## src/rtl/sc_fifo2_pkg.sv

```systemverilog
// sc_fifo2_pkg: shared definitions for the sc_fifo2 single-clock FIFO.
// Holds the capacity helper used by the top to derive the full threshold.
// One RAM slot is always left unused so that a full FIFO and an empty FIFO
// are distinguishable from the pointers alone.
package sc_fifo2_pkg;

  // Usable capacity for a FIFO with 2**aw storage words.
  function automatic int fifo_cap(input int aw);
    return (1 << aw) - 1;
  endfunction

endpackage

```

## src/rtl/sc_fifo2_ram.sv

```systemverilog
// sc_fifo2_ram: simple dual-port RAM, 2**AW x DW, for sc_fifo2.
// Ports:
//   clk    - clock, rising edge
//   rst    - synchronous active-high reset; clears only the read register
//   we     - write enable
//   waddr  - write address
//   wdata  - write data
//   re     - read enable; rdata holds its value when low
//   raddr  - read address
//   rdata  - registered read data (one-cycle latency)
// The storage array itself is never reset.
module sc_fifo2_ram #(
  parameter int DW = 8,
  parameter int AW = 4
) (
  input  logic          clk,
  input  logic          rst,
  input  logic          we,
  input  logic [AW-1:0] waddr,
  input  logic [DW-1:0] wdata,
  input  logic          re,
  input  logic [AW-1:0] raddr,
  output logic [DW-1:0] rdata
);

  logic [DW-1:0] mem [2**AW];

  always_ff @(posedge clk) begin
    if (we) mem[waddr] <= wdata;
  end

  // The FIFO never reads the slot being written in the same cycle (the read
  // slot is occupied, the write slot is free), so no bypass is needed.
  always_ff @(posedge clk) begin
    if (rst)     rdata <= '0;
    else if (re) rdata <= mem[raddr];
  end

endmodule

```

## src/rtl/sc_fifo2.sv

```systemverilog
// sc_fifo2: single-clock synchronous FIFO with registered read data.
// Ports:
//   clk       - clock, rising edge
//   rst       - synchronous active-high reset
//   din       - write data
//   write     - write request (ignored while full)
//   dout      - read data, valid the cycle after an accepted read
//   read      - read request (ignored while empty)
//   wr_ptr    - current write address
//   rd_ptr    - current read address
//   data_cnt  - stored words, 0 .. 2**AW-1
//   full      - data_cnt == 2**AW-1
//   empty     - data_cnt == 0
//   overflow  - (SC_FIFO2_ERR_FLAGS_EN only) sticky, write while full
//   underflow - (SC_FIFO2_ERR_FLAGS_EN only) sticky, read while empty
// Optional feature macro: SC_FIFO2_ERR_FLAGS_EN.
module sc_fifo2
  import sc_fifo2_pkg::*;
#(
  parameter int DW = 8,
  parameter int AW = 4
) (
  input  logic          clk,
  input  logic          rst,
  input  logic [DW-1:0] din,
  input  logic          write,
  output logic [DW-1:0] dout,
  input  logic          read,
  output logic [AW-1:0] wr_ptr,
  output logic [AW-1:0] rd_ptr,
  output logic [AW-1:0] data_cnt,
  output logic          full,
`ifdef SC_FIFO2_ERR_FLAGS_EN
  output logic          overflow,
  output logic          underflow,
`endif
  output logic          empty
);

  localparam logic [AW-1:0] CAP = AW'(fifo_cap(AW));

  logic wr_en, rd_en;

  assign full  = (data_cnt == CAP);
  assign empty = (data_cnt == '0);

  // Flags come from registered count, so these use pre-edge state.
  assign wr_en = write & ~full;
  assign rd_en = read & ~empty;

  always_ff @(posedge clk) begin
    if (rst) begin
      wr_ptr   <= '0;
      rd_ptr   <= '0;
      data_cnt <= '0;
    end else begin
      if (wr_en) wr_ptr <= wr_ptr + 1'b1;
      if (rd_en) rd_ptr <= rd_ptr + 1'b1;
      case ({wr_en, rd_en})
        2'b10:   data_cnt <= data_cnt + 1'b1;
        2'b01:   data_cnt <= data_cnt - 1'b1;
        default: data_cnt <= data_cnt;
      endcase
    end
  end

  sc_fifo2_ram #(.DW(DW), .AW(AW)) u_ram (
    .clk   (clk),
    .rst   (rst),
    .we    (wr_en),
    .waddr (wr_ptr),
    .wdata (din),
    .re    (rd_en),
    .raddr (rd_ptr),
    .rdata (dout)
  );

`ifdef SC_FIFO2_ERR_FLAGS_EN
  // Sticky: record any rejected request until reset.
  always_ff @(posedge clk) begin
    if (rst) begin
      overflow  <= 1'b0;
      underflow <= 1'b0;
    end else begin
      if (write & full)  overflow  <= 1'b1;
      if (read  & empty) underflow <= 1'b1;
    end
  end
`endif

endmodule

```

## config.mk

```make
export PLATFORM = sky130hd
export DESIGN_NAME = sc_fifo2
export DESIGN_NICKNAME = d
export VERILOG_FILES = /design/src/rtl/sc_fifo2_pkg.sv /design/src/rtl/sc_fifo2_ram.sv /design/src/rtl/sc_fifo2.sv
export SDC_FILE = /design/constraint.sdc
export NUM_CORES = 1
export LEC_CHECK = 0
export ABC_AREA = 0
export CORE_MARGIN = 1.5
export CORE_UTILIZATION = 57
export CTS_BUF_LIST = sky130_fd_sc_hd__clkbuf_4 sky130_fd_sc_hd__clkbuf_8
export CTS_CLUSTER_SIZE = 8
export DETAILED_ROUTE_END_ITERATION = 12
export GPL_TIMING_DRIVEN = 0
export PLACE_DENSITY = 0.73
export SLEW_MARGIN = 25
export SYNTH_ARGS = -nofsm -noshare
export SYNTH_HDL_FRONTEND = slang
export SYNTH_HIERARCHICAL = 1
export SYNTH_SLANG_ARGS = --single-unit
```

## constraint.sdc

```tcl
create_clock -name clk -period 3 [get_ports clk]
set_clock_uncertainty 0.15 [all_clocks]
set_input_delay 0.6 -clock clk [delete_from_list [all_inputs] [get_ports clk]]
set_output_delay 0.6 -clock clk [all_outputs]
set_load 0.02 [all_outputs]
```

# Yosys cells after proc, flatten, opt, wreduce, memory -nomap -nowiden
# Memory sizes are Yosys's and may differ from the RTL's. A register that Yosys moved wholly into a read port is not among the register bits.
# Index checks and enable logic that the tools add are counted.
[word_totals]
register_bits = 12
mem_bits_rw = 128
in_bits = 12
output_inout_bits = 22
n_memories = 1
[mem_list]
columns = ["name", "words", "width", "read_ports", "rd_ports_with_merged_regs", "write_ports", "line_no", "text"]
rows = [
  ["u_ram.mem", 16, 8, 1, 1, 1, "sc_fifo2_ram.sv:26", "logic [DW-1:0] mem [2**AW];"],
]
[classes]
add_sub_neg = 4
eq_ne = 3
n_mux = 3
bitwise_logic = 4
reduce_logical = 2
[ops]
columns = ["op", "n"]
rows = [
  ["$add A4 B1 Y4 const B", 3],
  ["$pmux W4 S2", 1],
  ["$eq A4 B4 Y1 const B", 1],
  ["$logic_not A4 Y1", 1],
  ["$sub A4 B1 Y4 const B", 1],
  ["$and A1 B1 Y1", 2],
  ["$eq A2 B1 Y1 const B", 1],
  ["$eq A2 B2 Y1 const B", 1],
  ["$mux W1", 2],
  ["$not A1 Y1", 2],
  ["$reduce_bool A2 Y1", 1],
]

# Longest topological paths before layout
# Gate-level depths: netlist (run 1).
[logic_depth]
ltp_word = 5
mapped_depth = 9
depth_no_buf = 9

# By module
# The synthesis (run 1) kept the hierarchy.
[modules_own_cells]
columns = ["module", "instances", "cells_per_inst", "area_per_inst_um2", "seq_area_each_um2"]
rows = [
  ["sc_fifo2_ram", 1, 316, 5343.9, 4003.8],
  ["sc_fifo2", 1, 67, 599.3, 240.2],
]

# Worst setup path after synthesis (run 1)
# OpenSTA, ideal clock, no wires.
[synth_path]
path_type = "register to register"
start = "reg data_cnt[0]"
end = "reg data_cnt[3]"
setup_ps = 70
arrival_time_ps = 2363
setup_slack_ps = 417
path_stages_with_launch = 8
n_path_buf = 0
synth_period_minus_slack_ps = 2583
path_cell_list = "dfxtp_1 -> o41a_2 -> ha_1 -> ha_1 -> a21oi_1 -> a21oi_1 -> or4_1 -> a21oi_1"
[synth_via]
elab_chain_cells = 5
elab_cells_between_ends = 12
classes_between = "add/sub (2); eq/ne (3); mux (1); bitwise (4); reduce/logical (2)"
[synth_lines]
columns = ["item", "line_no", "text"]
rows = [
  ["start, declared", "sc_fifo2.sv:31", "output logic [AW-1:0] data_cnt,"],
  ["start signal, assigned", "sc_fifo2.sv:60", "2'b10: data_cnt <= data_cnt + 1'b1;"],
  ["start signal, assigned", "sc_fifo2.sv:61", "2'b01: data_cnt <= data_cnt - 1'b1;"],
  ["start signal, assigned", "sc_fifo2.sv:62", "default: data_cnt <= data_cnt;"],
  ["$logic_not A4 Y1 *", "sc_fifo2.sv:45", "assign empty = (data_cnt == '0);"],
  ["$not A1 Y1 *", "sc_fifo2.sv:49", "assign rd_en = read & ~empty;"],
  ["$and A1 B1 Y1 *", "sc_fifo2.sv:49", ""],
  ["via rd_en", "sc_fifo2.sv:42", "logic wr_en, rd_en;"],
  ["$eq A2 B1 Y1 / $eq A2 B2 Y1 (equally long branches)", "sc_fifo2.sv:59", "case ({wr_en, rd_en})"],
  ["$pmux W4 S2 / $reduce_bool A2 Y1 (equally long branches)", "--", ""],
]
# The timed path passes the listed nets; every way through them passes the cells marked *.
# A chain may end at the register's enable or synchronous reset.

# Worst setup path in the final report (run 1)
# Same ends and word-level chain as after synthesis.

==> results of run 1 <==
==> flip-flops by register name (all words and copies together) (netlist names) <==
name and count:
data_cnt 4, rd_ptr 4, u_ram/rdata 8, u_ram/mem 128, wr_ptr 4
==> metrics by stage <==
| step | instances | setup TNS, ns | power, W | setup WS, ns |
|---|---|---|---|---|
| after CTS | 584 | 0 | 0.00479 | 0.318 |
| after floorplan | 383 | 0 | 0.00287 | 0.417 |
| after detailed placement | 552 | -3.23 | 0.00321 | -0.127 |
| after global placement | 552 | -5.83 | 0.00319 | -0.373 |
| after global routing | 584 | 0 | 0.00495 | 0.171 |
| final | 584 | 0 | 0.00477 | 0.322 |
==> tightest hold or removal path, stage by stage (launching register included) <==
cell and delay (ns):
dfxtp_1 0.32, nand2_1 0.05, nand3_1 0.05
==> power by group through the flow <==
stage               Sequential [W]  Clock [W]  Combinational [W]
global route               0.00243    0.00171           0.000816
floorplan                  0.00252          0           0.000348
finish                     0.00241    0.00160           0.000760
global placement           0.00245          0           0.000742
detailed placement         0.00246          0           0.000756
CTS                        0.00241    0.00162           0.000761
==> per-layer routing <==
layer | track usage [%] | vias to the layer above | routed length (um)
met4 | 11.5 | 0 | 398
met5 | 0 | - | 0
met1 | 30.7 | 1704 | 4990
li1 | - | 1574 | -
met2 | 39.1 | 153 | 6140
met3 | 5.68 | 32 | 950
==> Yosys cell counts <==
library cell	n	area, um^2
edfxtp_1	128	3840
mux2i_1	65	651
nand3_1	28	140
nor2_1	26	97.6
a22oi_1	24	180
dfxtp_1	20	400
nand2_1	20	75.1
a21oi_1	14	70.1
buf_2	7	35.0
xor2_1	7	61.3
ha_1	5	62.6
inv_1	5	18.8
nor3_1	4	20.0
buf_8	3	45.0
nand3b_1	3	22.5
and3_1	2	12.5
buf_12	2	40.0
buf_6	2	22.5
clkbuf_1	2	7.51
nand2b_1	2	12.5
nand4_1	2	12.5
nor2b_1	2	12.5
and2_1	1	6.26
fa_1	1	20.0
nand3_2	1	10.0
nor3b_2	1	12.5
nor4_1	1	6.26
o31ai_1	1	7.51
o41a_2	1	12.5
or3b_2	1	8.76
or4_1	1	7.51
xnor2_1	1	8.76
==> how the worst max path moves through the flow <==
stage	end	depth (start not counted)
after detailed placement	u_ram/mem[3][7]	5
after floorplan	data_cnt[3]	7
final	data_cnt[3]	7
after global routing	data_cnt[3]	7
after CTS	full	3
after global placement	u_ram/mem[0][1]	5
==> area by class of cell <==
class	count	area (um^2)
well taps	136	170
multi-input cells	214	1550
clock buffers	18	248
clock inverters	14	176
flip-flops and latches	148	4240
plain buffers	16	150
repair buffers	33	330
fillers	722	3340
inverters	5	18.8
==> cells by family (layout without fill, tap and decap cells) <==
family / Yosys count / count (layout)
xor gates and xnor gates: 8 / 8
buffers and inverters: 21 / 86
AOI/OAI and AO/OA: 40 / 40
DFF: 148 / 148
adders and majority gates: 6 / 6
and+or+nand+nor: 95 / 95
muxes: 65 / 65
==> flow_metrics.tcl, run 1 <==
set metrics [dict create \
    tritoncts "yes" \
    critical_path.most_common_cell "a21oi_1" \
    synth_top_family_by_area "multiplexers" \
    reg2regPathDepth 7 \
    synth_warnings 6 \
    synthMuxAreaShare_pct 10.9 \
    rsz0062_at_grt "false" \
    fmax_ghz 0.373 \
    area_growth_pct 15.9 \
    placed_area_um2 6460 \
    vias_per_cell 5.93 \
    rrSetupSlack_ns 0.32 \
    p_int_w 0.00348 \
    powerDensity_nw_per_um2 692 \
    seq_power_share_pct 50.6 \
    cp_cell_sequence "o41a_2 > ha_1 > ha_1 > a21oi_1 > a21oi_1 > or4_1 > a21oi_1" \
    crit_buf_inv 0 \
    vias 3463 \
    clk_latency_ns 0.44 \
    design.die.area_um2 11000 \
    die_w_um 105 \
    status "finished clean" \
    hp-class "reg2reg" \
    grt_pass1_vias 3482 \
    arrival_ns 2.90 \
    yosysSeqAreaShare_pct 71.4 \
    drive_gt1_share_pct 12.1 \
    overflow 0 \
    cp.required_ns 3.22 \
    fin_crit_sh_pct 89.3 \
    row_count 37 \
    min_period_ns 2.68 \
    initial_core_util_pct 58.1 \
    synth_cell_type_count 32 \
    power.leakage_nw 2.21 \
    synth_fa_ha_area_share_pct 1.39 \
    switching_power_w 0.00129 \
    slowest_delay_ns 0.59 \
    netlist_instances 383 \
    path_class "reg2reg" \
    cpLargestDelayFamily "compound AO/OA/AOI/OAI gates" \
    h-tree-depth 4 \
    core_area_um2 10200 \
    synth_xor_area_share_pct 1.18 \
    drtIter0Drc 218 \
    ys_seq_elements 148 \
    cts_resized 0 \
    grt_pass1_wl_mm 19.2 \
    path_clk_slew_ns 0.08 \
    rr_endpoint "data_cnt[3]" \
    syn_area_per_cell_um2 15.5 \
    clock-root-buffer "clkbuf_8" \
    wire_per_inst_um 21.4 \
    cp_max_fo 8 \
    min_from "u_ram/rdata[6]" \
    post_cts_buffers 0 \
    cts_buffer_depth 2 \
    firstDrtPassIters 5 \
    nNetsFinal 453 \
    clock-sinks 148 \
    synth_nets 401 \
    hold_end "u_ram/rdata[6]" \
    final_common_cell "edfxtp_1" \
    hold_viol 0 \
    p_clk_share_pct 33.5 \
    p_sw_share_pct 27.0 \
    combinationalPowerShare_pct 15.9 \
    place_congestion 0.843 \
    ctsHoldBuffers 0 \
    final_cell_mix "128 x edfxtp_1, 65 x mux2i_1, 33 x clkdlybuf4s50_1, 28 x nand3_1, 26 x nor2_1" \
    setup_viol 0 \
    hold_ws_ns 0.316 \
    drt-total-wl_mm 12.5 \
    slew_viol_final 0 \
    endpoint_kind "register" \
    gr-usage-all-layers_pct 24.1 \
    die_h_um 105 \
    synth_area_um2 5940 \
    postLayoutCellArea_um2 6890 \
    grt_max_degree 17 \
    numCtsBuffers 17 \
    port_buffers 33 \
    drc 0 \
    r2r_start "data_cnt[0]" \
    crit_start "data_cnt[0]" \
    slowest_stage "o41a_2" \
    antenna_found_initial 0 \
    ant_nets 0 \
    ioPinCount 34 \
    start_kind "register" \
    synth-simple-area-share_pct 7.68 \
    antennaDiodeCount 0 \
    min_path_cells 2 \
    ir_drop_uv 513 \
    hpwl_mm 8.01 \
    tightest_slew_ns 0.908 \
    slew_headroom_pct 39.3 \
    synth_compound_area_share_pct 4.55 \
    fin_util_pct 67.3 \
    maxCapViolations 0 \
]
(Power assumes the default switching activity.)
==> run 2: changes to the inputs <==
clock period = 3.25 ns   (was 3 ns; I/O delays follow)
==> results of run 2 <==
Same layout as run 1 (identical final DEF). Status: finished clean.
Main changes from that run: setup slack after placement -0.127 ns -> 0.0731 ns; setup slack after layout 0.322 ns -> 0.523 ns; start point of the critical path data_cnt[0] -> write; end point of the critical path data_cnt[3] -> u_ram/mem[3][5]; register-to-register setup slack 0.32 ns -> 0.57 ns; total power 0.00477 W -> 0.00440 W; worst IR drop on VDD 513 uV -> 473 uV
